File: src/rtl/mux_n_reg.sv
// mux_n_reg: registered N-way channel select behind a one-deep valid/ready stage.
// Out-of-range selects still complete as a zero beat and raise a sticky error flag.
module mux_n_reg #(
  parameter int WIDTH = 64,
  parameter int N     = 4,
  parameter int SEL_W = 2
) (
  input  logic                 clk,
  input  logic                 rst,
  input  logic [N*WIDTH-1:0]   din,
  input  logic [SEL_W-1:0]     sel,
  input  logic                 in_valid,
  output logic                 in_ready,
  output logic [WIDTH-1:0]     dout,
  output logic                 out_valid,
  input  logic                 out_ready,
  output logic                 sel_err,
  input  logic                 err_clr
);

  localparam logic [SEL_W:0] LP_N = (SEL_W + 1)'(N);

  logic             w_in_ready;
  logic             w_accept;
  logic             w_consume;
  logic             w_sel_ok;
  logic [N-1:0]     w_sel_dec;
  logic [WIDTH-1:0] w_mux;

  logic             r_out_valid;
  logic [WIDTH-1:0] r_dout;
  logic             r_sel_err;

  // When N is a power of two every select value is in range, so this folds to 1.
  assign w_sel_ok   = ({1'b0, sel} < LP_N);
  assign w_in_ready = !r_out_valid || out_ready;
  assign w_accept   = in_valid && w_in_ready;
  assign w_consume  = r_out_valid && out_ready;

  // One-hot AND-OR mux: unselected channels are masked to zero, so X never leaks into dout.
  always_comb begin
    w_sel_dec = '0;
    w_mux     = '0;
    for (int k = 0; k < N; k++) begin
      if (sel == SEL_W'(k)) begin
        w_sel_dec[k] = 1'b1;
      end else begin
        w_sel_dec[k] = 1'b0;
      end
      w_mux = w_mux | (din[k*WIDTH +: WIDTH] & {WIDTH{w_sel_dec[k]}});
    end
  end

  // Output stage: load on accept, drop valid on a consume without a new beat.
  always_ff @(posedge clk or posedge rst) begin
    if (rst) begin
      r_out_valid <= 1'b0;
      r_dout      <= '0;
    end else if (w_accept) begin
      r_out_valid <= 1'b1;
      r_dout      <= w_mux;
    end else if (w_consume) begin
      r_out_valid <= 1'b0;
    end
  end

  // Sticky select error; a new out-of-range accept wins over a simultaneous clear.
  always_ff @(posedge clk or posedge rst) begin
    if (rst) begin
      r_sel_err <= 1'b0;
    end else if (w_accept && !w_sel_ok) begin
      r_sel_err <= 1'b1;
    end else if (err_clr) begin
      r_sel_err <= 1'b0;
    end
  end

  assign in_ready  = w_in_ready;
  assign out_valid = r_out_valid;
  assign dout      = r_dout;
  assign sel_err   = r_sel_err;

endmodule

File: config.mk
export PLATFORM = sky130hd
export DESIGN_NAME = mux_n_reg
export DESIGN_NICKNAME = d
export VERILOG_FILES = /design/src/rtl/mux_n_reg.sv
export SDC_FILE = /design/constraint.sdc
export NUM_CORES = 1
export LEC_CHECK = 0
export BUFFER_PORTS_ARGS = -buffer_cell sky130_fd_sc_hd__buf_2
export CORE_AREA = 2 2 128 130
export CTS_CLUSTER_SIZE = 8
export DETAILED_ROUTE_END_ITERATION = 16
export DIE_AREA = 0 0 130 132
export REMOVE_ABC_BUFFERS = 1
export SETUP_SLACK_MARGIN = 0.02
export SLEW_MARGIN = 20
export SYNTH_ARGS = -nofsm -noshare
export SYNTH_HDL_FRONTEND = slang
export SYNTH_SLANG_ARGS = --single-unit
File: constraint.sdc
create_clock -name clk -period 2.6 [get_ports clk]
set_clock_uncertainty 0.2 [all_clocks]
set_input_delay 0.52 -clock clk [delete_from_list [all_inputs] [get_ports clk]]
set_output_delay 0.52 -clock clk [all_outputs]
set_load 0.02 [all_outputs]
==> out/results.env, run 1 <==
CRITICAL_PATH_BUF_INV_COUNT=2
WORST_PATH_MAX_DELAY_CELL='dfrtp_1'
CLK_LATENCY_NS=0.32
POST_SYNTH_MOST_FREQUENT_CELLS='128 x mux2i_1, 65 x dfrtp_1, 64 x o21ai_0'
EDFF_COUNT_SYNTH=0
WIRE_LENGTH_OF_THE_FIRST_GLOBAL_ROUTING_PASS_UM=22200
INITIAL_CORE_UTIL=0.283
CP_NUM_CELLS=3
GRT_START_MAX_NET_PINS=66
GRT_ANTENNA_BEFORE_REPAIR=0
FINAL_NETS=946
YOSYS_REGISTER_BITS=65
MET2_WL_UM=7510
PATH_CLASS='flip-flop to output port'
SYNTH_AREA_LEADER_CELL='dfrtp_1'
MINIMUM_SETUP_SLACK_AFTER_PLACEMENT_NS=0.566
ROW_COUNT=46
FLOORPLAN.DIE.HEIGHT_UM=132
SYNTHADDERAREAFRAC=0
POST-SYNTH-TOP-AREA-FRACTION=0.365
DRTPASS1ITERATIONS=4
SEQ_AREA_FRAC_SYNTH=0.365
POWER.COMBINATIONAL.FRACTION=0.319
SYN_AREA_PER_CELL_UM2=12.0
GRT_OVERFLOW_TOTAL=0
DETAILROUTE.VIA_COUNT=4417
POSTLAYOUTCOREUTIL=0.425
SYNTH_CELLS=371
POST_CTS_SETUP_BUFS=0
CTSROOTBUFFERMASTER='clkbuf_16'
FLOW.AREA_GROWTH_FROM_SYNTHESIS_PCT=50.2
YOSYS.AREA_SHARE.SIMPLE=0.00590
ROUTED.TOP_LAYER='met4'
CTS_TREE='built'
ROUTABILITYCONGESTION=0.788
MIN_PATH_TYPE='primary input to async pin'
NUMCLOCKSINKS=65
WL_UM=14200
CELLPOWERDENSITY_nW_PER_UM2=568
FIRST_GLOBAL_VIAS=4639
DOMINANTREGCELLSYNTH='dfrtp_1'
MUX_CONTRIBUTION_TO_SYNTHESIZED_AREA=0.288
GRTUSAGETOTAL=0.162
VIASPERCELL=4.89
SWITCHING_POWER_uW=1190
NETLIST_AREA_UM2=4450
PIN_COUNT=330
MET3_LENGTH_UM=960
RR_WORST_DEPTH=5
INITIALDRTVIOLATIONCOUNT=128
WORST_SLEW_MARGIN_RELATIVE_TO_ITS_LIMIT=0.603
VDD.IR_DROP.WORST_V=0.000249
PLACE.DETAILED.INSTANCES=888
LAYOUT_MIN_CYCLE_TIME_NS=1.91
REPORT.FINAL.SLEW_VIOL_COUNT=0
CTS_BUFFER_DEPTH=2
SYNTHXORXNORAREAFRAC=0
LIBRARY_CELL_WITH_THE_HIGHEST_INSTANCE_COUNT_AFTER_SYNTHESIS='mux2i_1'
CRIT_PATH_START_KIND='flip-flop'
DETAIL-ROUTE-ANTENNA-NETS=0
FINAL_LAYOUT_SIZE_SUFFIX_GT1_FRAC=0.612
WORST_MARGIN_SLEW_NS=0.595
LEAK_PWR_uW=0.00341
RSZ0062_AT_GRT='false'
DIE_W_UM=130
CRITPATHARRIVALTIME_NS=1.19
FINAL_MIN_PERIOD_OVER_CLOCK_PERIOD=0.734
COREAREA_UM2=15700
POST_SYNTH_NUM_CELL_TYPES=16
DRT_DRC=0
SHARE_OF_THE_SYNTHESIZED_AREA_IN_COMPOUND_GATES_AO_OA_AOI_OAI=0.282
CRIT_PATH_MAX_INCR_DELAY_NS=0.39
WORST_PATH_DOMINANT_CELL_FAMILY='flip-flops'
PORT-BUFFER-COUNT=327
MAX-CAP-VIOLATIONS=0
PWR-SHARE-SEQ=0.332
DIE_AREA_UM2=17200
POWER_REPORT.INTERNAL_TOTAL_uW=2600
FINAL_CELLS=904
MET1WIRELENGTH_UM=5540
CRIT_PATH_END_KIND='output port'
TIMING.CRITICAL_PATH.REQUIRED_NS=1.88
CTS.HOLD.BUFFERS_ADDED=0
CLKTRANSATPATHREGS_NS=0.05
SYNTH_TOP_FAMILY_BY_AREA='multiplexers'
TIMING.CRITICAL_PATH.CELLS='nor2b_4, inv_1, buf_2'
MAX_FREQ_GHz=0.524
NETLIST_TOP_CELLS_AREA='dfrtp_1 37%, mux2i_1 29%, o221ai_2 20%, o21ai_0 7.2%, buf_2 2.1%'
YOSYSWARNINGS=0
TIMING.FINAL.SETUP_VIOLATIONS=0
POSTCTSRESIZEDCELLS=0
RUN_STATUS='completed'
WL_PER_CELL_UM=15.8
N_ANTENNA_CELL=0
FIN_HOLD_WS_NS=0.0569
CLOCKPOWERSHARE=0.349
PLACEMENT.CELL_AREA_UM2=6360
FINAL_CELL_AREA_UM2=6680
WORST-R2R-SETUP-SLACK_NS=0.92
CTS_INSERTED_BUFFERS=9
NUMBER_OF_HOLD_VIOLATIONS_IN_THE_FINAL_REPORT=0
POSTSYNTH.ASYNCRESETSHARE=1.00
CRITICAL_PATH_PEAK_FANOUT=3
SETUP_SLACK_NS=0.693
H-TREE-DEPTH=3
PLACE.DETAILED.HPWL_UM=11000
SWITCHING_SHARE=0.314
kinds of logic (layout without fill, tap and decap cells):
logic type      after synthesis  after routing
compound gates              128            128
mux                         128            128
flops                        65             65
buf+inv                      45            362
simple gates                  4              4
other cells                   1              1
per-stage QoR:
stage	setup TNS [ns]	power, µW
after floorplan	-133.20	1930
after global placement	0	2470
after detailed placement	0	2500
after CTS	0	3860
after global routing	0	3990
final	0	3790
cell usage in the layout, fill, tap and decap left out, types with 2 or more instances in the layout:
cell type	synthesis	layout
clkbuf_8	0	2
bufinv_16	0	2
o221ai_2	60	60
clkbuf_16	0	9
o21ai_0	64	64
mux2i_1	128	128
dfrtp_1	65	65
clkbuf_1	14	3
o221ai_1	4	4
inv_2	1	2
buf_4	1	8
buf_12	0	8
buf_2	19	326
worst min-delay path, delay by kind of cell:
family                 cells  cell delay, ns
buffers and inverters      3            0.47
cell type report:
class                           count  area, µm²
Multi-Input combinational cell    261       2590
Tap cell                          216        270
Inverter                            3       11.3
Clock inverter                      2       60.1
Timing Repair Buffer              343       1860
Sequential cell                    65       1630
Clock buffer                       14        264
Fill cell                        1502       9030
flip-flops by register name, indices dropped and copies added, names as in the netlist:
register and flops:
dout 64, out_valid 1
power by group through the flow:
| stage | Clock [µW] | Sequential, µW | Combinational [µW] |
|---|---|---|---|
| final | 1320 | 1260 | 1210 |
| after global routing | 1400 | 1280 | 1310 |
| after CTS | 1370 | 1260 | 1230 |
| after detailed placement | 0 | 1270 | 1230 |
| after global placement | 0 | 1270 | 1200 |
| after floorplan | 0 | 1480 | 452 |
routing by layer:
metal	global-route usage	up-vias
li1	-	2099
met1	0.172	2097
met2	0.314	205
met3	0.0296	16
met4	0.0538	0
met5	0	-
path summary, 6_finish.rpt:
kind | endpoint | start
setup / recovery | in_ready | out_valid
max in group asynchronous | dout[39] | rst
hold reg to reg | dout[11] | dout[11]
min in group clk | dout[6] | din[6]
hold / removal | dout[34] | rst
setup reg to reg | dout[24] | out_valid
(Power assumes the default switching activity.)
==> inputs of run 2 (changes only) <==
ABC_AREA = 1   (was unset)
CORE_AREA = 2 2 127 129   (was 2 2 128 130)
DIE_AREA = 0 0 129 131   (was 0 0 130 132)
clock period = 1.55 ns   (was 2.6 ns; I/O delays follow)
==> run 2 against run 1 <==
  * Clock power increased by 52%
  * Setup slack got worse by 0.65 ns
  * Die area decreased by 1.5%
  * Hold slack improved by 0.039 ns
  * Critical endpoint unchanged
==> out/results.env, run 2 <==
COREAREA_UM2=15600
MOST_USED_CELLS_IN_THE_LAYOUT_EXCLUDING_FILL_AND_TAP_CELLS='324 x buf_2, 228 x nand3_1, 190 x nor2_1'
POST_SYNTH_MOST_FREQUENT_CELLS='228 x nand3_1, 191 x nor2_1, 159 x nand2_1'
WIRE_LENGTH_OF_THE_FIRST_GLOBAL_ROUTING_PASS_UM=24500
DIE_AREA_UM2=16900
CRITPATHARRIVALTIME_NS=1.00
POST_SYNTH_NUM_CELL_TYPES=13
TIMING.RR.START='out_valid'
FINAL_CELLS=1246
FLOORPLAN.DIE.HEIGHT_UM=131
TIMING.CRITICAL_PATH.REQUIRED_NS=1.04
ROUTABILITYCONGESTION=0.791
H-TREE-DEPTH=3
DRT_DRC=0
DOMINANTREGCELLSYNTH='dfrtp_1'
REPORT.FINAL.SLEW_VIOL_COUNT=0
CLK_LATENCY_NS=0.33
FINAL_LAYOUT_SIZE_SUFFIX_GT1_FRAC=0.370
MIN_PATH_TYPE='primary input to flip-flop'
NUMCLOCKSINKS=65
SYNTH_CELLS=712
MAX_FREQ_GHz=0.664
N_ANTENNA_CELL=0
PORT-BUFFER-COUNT=327
EDFF_COUNT_SYNTH=0
FLOW.AREA_GROWTH_FROM_SYNTHESIS_PCT=49.2
DIE_W_UM=129
CTS_TREE='built'
LAYOUT_MIN_CYCLE_TIME_NS=1.51
POST_CTS_SETUP_BUFS=0
NETLIST_AREA_UM2=4600
FIRST_GLOBAL_VIAS=5044
FINAL_CELL_AREA_UM2=6860
GRT_ANTENNA_BEFORE_REPAIR=1
VIASPERCELL=4.61
LARGEST_REG_FLOPS=64
POSTSYNTH.ASYNCRESETSHARE=1.00
WORST_SETUP_PATH_START='out_valid'
FINAL_COMMON_CELL='buf_2'
CELLPOWERDENSITY_nW_PER_UM2=912
CTS_INSERTED_BUFFERS=9
POWER_uW=6260
PLACE.DETAILED.INSTANCES=1226
SETUP_SLACK_NS=0.0441
MINIMUM_SETUP_SLACK_AFTER_PLACEMENT_NS=-0.000428
SEQ_AREA_FRAC_SYNTH=0.354
PATH_CLASS='flip-flop to output port'
POST-SYNTH-TOP-AREA-FRACTION=0.354
WL_UM=17300
NUMBER_OF_HOLD_VIOLATIONS_IN_THE_FINAL_REPORT=0
CTSROOTBUFFERMASTER='clkbuf_16'
RSZ0062_AT_GRT='true'
DETAILROUTE.VIA_COUNT=5745
CRIT_PATH_END_KIND='output port'
ROW_COUNT=46
RUN_STATUS='completed'
CRIT_PATH_START_KIND='flip-flop'
WORST_HOLD_STARTPOINT='din[233]'
SYN_AREA_PER_CELL_UM2=6.46
PLACEMENT.CELL_AREA_UM2=6450
INITIALDRTVIOLATIONCOUNT=242
TIMING.FINAL.SETUP_VIOLATIONS=0
VDD.IR_DROP.WORST_V=0.000487
WL_PER_CELL_UM=13.9
PLACE.DETAILED.HPWL_UM=12500
MAX-CAP-VIOLATIONS=0
YOSYSWARNINGS=0
CLKTRANSATPATHREGS_NS=0.06
CTS_BUFFER_DEPTH=2
SYNTH_AREA_LEADER_CELL='dfrtp_1'
LEAK_PWR_uW=0.00359
YOSYS_REGISTER_BITS=65
DETAIL-ROUTE-ANTENNA-NETS=0
INITIAL_CORE_UTIL=0.295
GRTUSAGETOTAL=0.185
PIN_COUNT=330
NETLIST_TOP_CELLS_AREA='dfrtp_1 35%, nand3_1 25%, nor2_1 16%, nand2_1 13%, buf_6 4.9%'
GRT_START_MAX_NET_PINS=66
FINAL_NETS=1288
DRTPASS1ITERATIONS=4
GRT_OVERFLOW_TOTAL=0
CRITICAL_PATH_PEAK_FANOUT=2
LIBRARY_CELL_WITH_THE_HIGHEST_INSTANCE_COUNT_AFTER_SYNTHESIS='nand3_1'
FINAL_MIN_PERIOD_OVER_CLOCK_PERIOD=0.972
POSTLAYOUTCOREUTIL=0.440
FILLER_CELL_COUNT=1733
-- run 2: cell types whose count changed after synthesis, moves of 15 or more --
cell and delta:
buf_4 +15, nor2_1 +191, nand3_1 +228, mux2i_1 -128, o221ai_2 -60, nand2_1 +158
o21ai_0 -64
-- run 2: power by group --
part,switching [µW],internal (µW)
registers,145,1980
logic,1260,866
clock network,722,1280
-- run 2: critical path, stage by stage (launching register included) --
cell,delay [ns]
dfrtp_1,0.39
nand2_2,0.08
buf_6,0.10
buf_6,0.10
-- run 2: stage by stage --
stage,setup TNS (ns),hold WS [ns]
finish,0,0.0955
global placement,0,0.211
global route,-0.0152,0.121
floorplan,-86.65,0.273
detailed placement,-0.000428,0.217
CTS,0,0.0842
-- run 2: layer usage --
| layer | GRT usage | wire length [µm] | up-vias |
|---|---|---|---|
| li1 | - | - | 2934 |
| met1 | 0.212 | 7120 | 2555 |
| met2 | 0.338 | 8600 | 228 |
| met3 | 0.0395 | 1220 | 26 |
| met4 | 0.0729 | 349 | 2 |
| met5 | 0 | 13 | - |
-- run 2: cells by family (layout without fill, tap and decap cells) --
group                  count (synthesis)  after routing  synth area share
DFF                                   65             65             0.354
buffers and inverters                 65            383             0.105
and+or+nand+nor                      580            580             0.540
AOI/OAI and AO/OA                      1              1           0.00109
other                                  1              1          0.000816
-- run 2: what timing repair did --
item,in CTS,in global routing
endpoints found under the hold margin,65,0
setup endpoints to repair,2,59
hold buffers,1,0
pin swaps,0,1
cloned,0,3
gates resized for setup,3,6
-- run 2: path summary, 6_finish.rpt --
kind | depth (start not counted) | slack (ns) | to
hold / removal | 5 | 0.1 | dout[41]
hold reg to reg | 2 | 0.30 | dout[52]
max in group asynchronous | 4 | 0.46 | dout[32]
setup reg to reg | 7 | 0.10 | dout[37]
min in group asynchronous | 4 | 0.40 | dout[45]
setup / recovery | 3 | 0.04 | in_ready
-- run 2: cell type report --
class | count | area (µm²) | share of cell area
Inverter | 7 | 33.8 | 0.00492
Tap cell | 216 | 270 | 0.0394
Multi-Input combinational cell | 582 | 2490 | 0.364
Clock buffer | 13 | 250 | 0.0365
Clock inverter | 3 | 40.0 | 0.00584
Sequential cell | 65 | 1630 | 0.237
Timing Repair Buffer | 360 | 2140 | 0.313
==> inputs of run 3 (changes only) <==
--- a/config.mk
+++ b/config.mk
@@ -8,4 +8,5 @@
 export ABC_AREA = 1
 export BUFFER_PORTS_ARGS = -buffer_cell sky130_fd_sc_hd__buf_2
+export CAP_MARGIN = 20
 export CORE_AREA = 2 2 127 129
 export CTS_CLUSTER_SIZE = 8
==> constraint.sdc (replaced) <==
create_clock -name clk -period 1.55 [get_ports clk]
set_clock_uncertainty 0.2 [all_clocks]
set_input_delay 0.155 -clock clk [delete_from_list [all_inputs] [get_ports clk]]
set_output_delay 0.155 -clock clk [all_outputs]
set_load 0.02 [all_outputs]
==> run 3 against run 2 <==
  * Clock power is essentially flat
  * Power rose by 6.4%
  * Maximum frequency increased by 5.0%
  * Via count rose by 18%
  * Critical path type is now flip-flop to flip-flop
  * Critical path depth rose by 4
  * Sequential cell count stayed put
  * Routed wire length increased by 23%
  * Design area up 27%
  * Register-to-register slack better by 0.02 ns
  * Count of clock-buffer cells in the layout did not move
  * Critical endpoint is now dout[47]
==> out/results.env, run 3 (same netlist as run 2, synthesis figures left out) <==
PLACE.DETAILED.INSTANCES=1225
FLOORPLAN.DIE.HEIGHT_UM=131
CRIT_PATH_END_KIND='flip-flop'
NUMBER_OF_HOLD_VIOLATIONS_IN_THE_FINAL_REPORT=0
TIMING.RR.START='out_valid'
GRT_START_MAX_NET_PINS=52
PIN_COUNT=330
TIMING.CRITICAL_PATH.REQUIRED_NS=1.56
DRT_DRC=0
TIMING.CRITICAL_PATH.CELLS='nand2_2, nand2_4, clkinv_4, buf_4, nand2_1, nor2_1, nor2_1'
MET2_WL_UM=10600
MET3_LENGTH_UM=1820
TIMING.FINAL.SETUP_VIOLATIONS=0
NUMCLOCKSINKS=65
CELLPOWERDENSITY_nW_PER_UM2=764
WL_UM=21200
N_ANTENNA_CELL=0
INITIALDRTVIOLATIONCOUNT=373
MOST_USED_CELLS_IN_THE_LAYOUT_EXCLUDING_FILL_AND_TAP_CELLS='325 x buf_2, 228 x nand3_1, 191 x nor2_1'
POSTLAYOUTCOREUTIL=0.559
WORST_SETUP_PATH_START='out_valid'
LAYOUT_MIN_CYCLE_TIME_NS=1.43
CTS_TREE='built'
WIRE_LENGTH_OF_THE_FIRST_GLOBAL_ROUTING_PASS_UM=30200
CTS_BUFFER_DEPTH=2
GRT_OVERFLOW_TOTAL=0
GRTUSAGETOTAL=0.228
DETAILROUTE.VIA_COUNT=6794
CRITICAL_PATH_PEAK_FANOUT=6
COREAREA_UM2=15600
RSZ0062_AT_GRT='false'
FINAL_CELLS=1435
REG2REG_TO='dout[47]'
VDD.IR_DROP.WORST_V=0.000451
DIE_W_UM=129
MAX_FREQ_GHz=0.697
CTS_INSERTED_BUFFERS=9
FLOW.AREA_GROWTH_FROM_SYNTHESIS_PCT=89.8
DIE_AREA_UM2=16900
FINAL_COMMON_CELL='buf_2'
WORSTSETUPENDPOINT='dout[47]'
CTSROOTBUFFERMASTER='clkbuf_16'
ROUTABILITYCONGESTION=0.804
FINAL_CELL_AREA_UM2=8730
WORST_PATH_MAX_DELAY_CELL='dfrtp_1'
H-TREE-DEPTH=3
FINAL_NETS=1477
SETUP_SLACK_NS=0.116
RUN_STATUS='completed'
CLK_LATENCY_NS=0.33
MIN_PATH_TYPE='primary input to flip-flop'
PATH_CLASS='flip-flop to flip-flop'
CRIT_PATH_START_KIND='flip-flop'
MAX-CAP-VIOLATIONS=0
WL_PER_CELL_UM=14.8
PLACEMENT.CELL_AREA_UM2=6400
ROUTED.TOP_LAYER='met4'
CRIT_PATH_MAX_INCR_DELAY_NS=0.39
RR_WORST_DEPTH=7
VIASPERCELL=4.73
LARGEST_REG_FLOPS=64
WORST-R2R-SETUP-SLACK_NS=0.12
PORT-BUFFER-COUNT=327
MET1WIRELENGTH_UM=8180
ROW_COUNT=46
DETAIL-ROUTE-ANTENNA-NETS=0
REPORT.FINAL.SLEW_VIOL_COUNT=0
CLKTRANSATPATHREGS_NS=0.05
GRT_ANTENNA_BEFORE_REPAIR=0
FINAL_LAYOUT_SIZE_SUFFIX_GT1_FRAC=0.313
DRTPASS1ITERATIONS=5
FIN_TNS_SETUP_NS=0
CP_COMMON_CELL='nor2_1'
INITIAL_CORE_UTIL=0.295
LEAK_PWR_uW=0.00437
FINAL_MIN_PERIOD_OVER_CLOCK_PERIOD=0.925
PLACE.DETAILED.HPWL_UM=12600
CRITPATHARRIVALTIME_NS=1.45
MINIMUM_SETUP_SLACK_AFTER_PLACEMENT_NS=0.0558
FIRST_GLOBAL_VIAS=6340
-- run 3: cell types whose count changed in the layout (fill, tap and decap cells not counted) --
cell           change
dlygate4sd3_1    +188
clkinv_4           +1
buf_12             -3
nor2_2             -1
inv_8              -1
buf_2              +1
nor2_1             +1
nand2_4            +1
buf_4              +1
clkbuf_16          +1
inv_4              +1
nand2_2            -1
-- run 3: power by group --
part           switching (µW)  internal, µW
clock network             710          1280
logic                    1370          1170
registers                 141          1980
total                    2220          4440
-- run 3: per-stage QoR --
stage / hold WS, ns / power, µW
3_3_place_gp: 0.0609 / 4200
4_1_cts: 0.000404 / 6630
3_5_place_dp: 0.0639 / 4220
2_1_floorplan: 0.118 / 3180
6_report: 0.00941 / 6660
5_1_grt: 0.0185 / 7060
-- run 3: per-layer routing --
layer	global-route usage	vias up
li1	-	3324
met1	0.254	3029
met2	0.411	381
met3	0.0537	60
met4	0.106	0
met5	0	-
-- run 3: area by class of cell --
cell class                 count  area (µm²)
fill                        1426        6870
timing repair buffer         548        4000
multi-input combinational    582        2500
sequential                    65        1630
tap                          216         270
clock buffer                  13         250
clock inverter                 3        40.0
inverter                       7        31.3
timing repair inverter         1        6.26
-- run 3: worst max-delay path, delay by kind of cell (launching register included) --
kind	cells	cell delay, ns
simple gates	5	0.47
flops	1	0.39
buf+inv	2	0.27
-- run 3: worst min path at each step --
stage | startpoint | end | slack (ns) | cells after the start
6_report | din[63] | dout[63] | 0.009 | 5
5_1_grt | din[236] | dout[44] | 0.02 | 5
4_1_cts | din[230] | dout[38] | 0.0004 | 5
3_5_place_dp | rst | dout[46] | 0.06 | 3
3_3_place_gp | rst | dout[46] | 0.06 | 3
2_1_floorplan | in_valid | out_valid | 0.12 | 2
-- run 3: repair_timing --
action | in CTS | in global routing
buffers inserted | 0 | 0
hold buffers | 189 | 0
resized for setup | 0 | 9
hold endpoints to repair | 129 | 0
endpoints found under the setup margin | 0 | 49
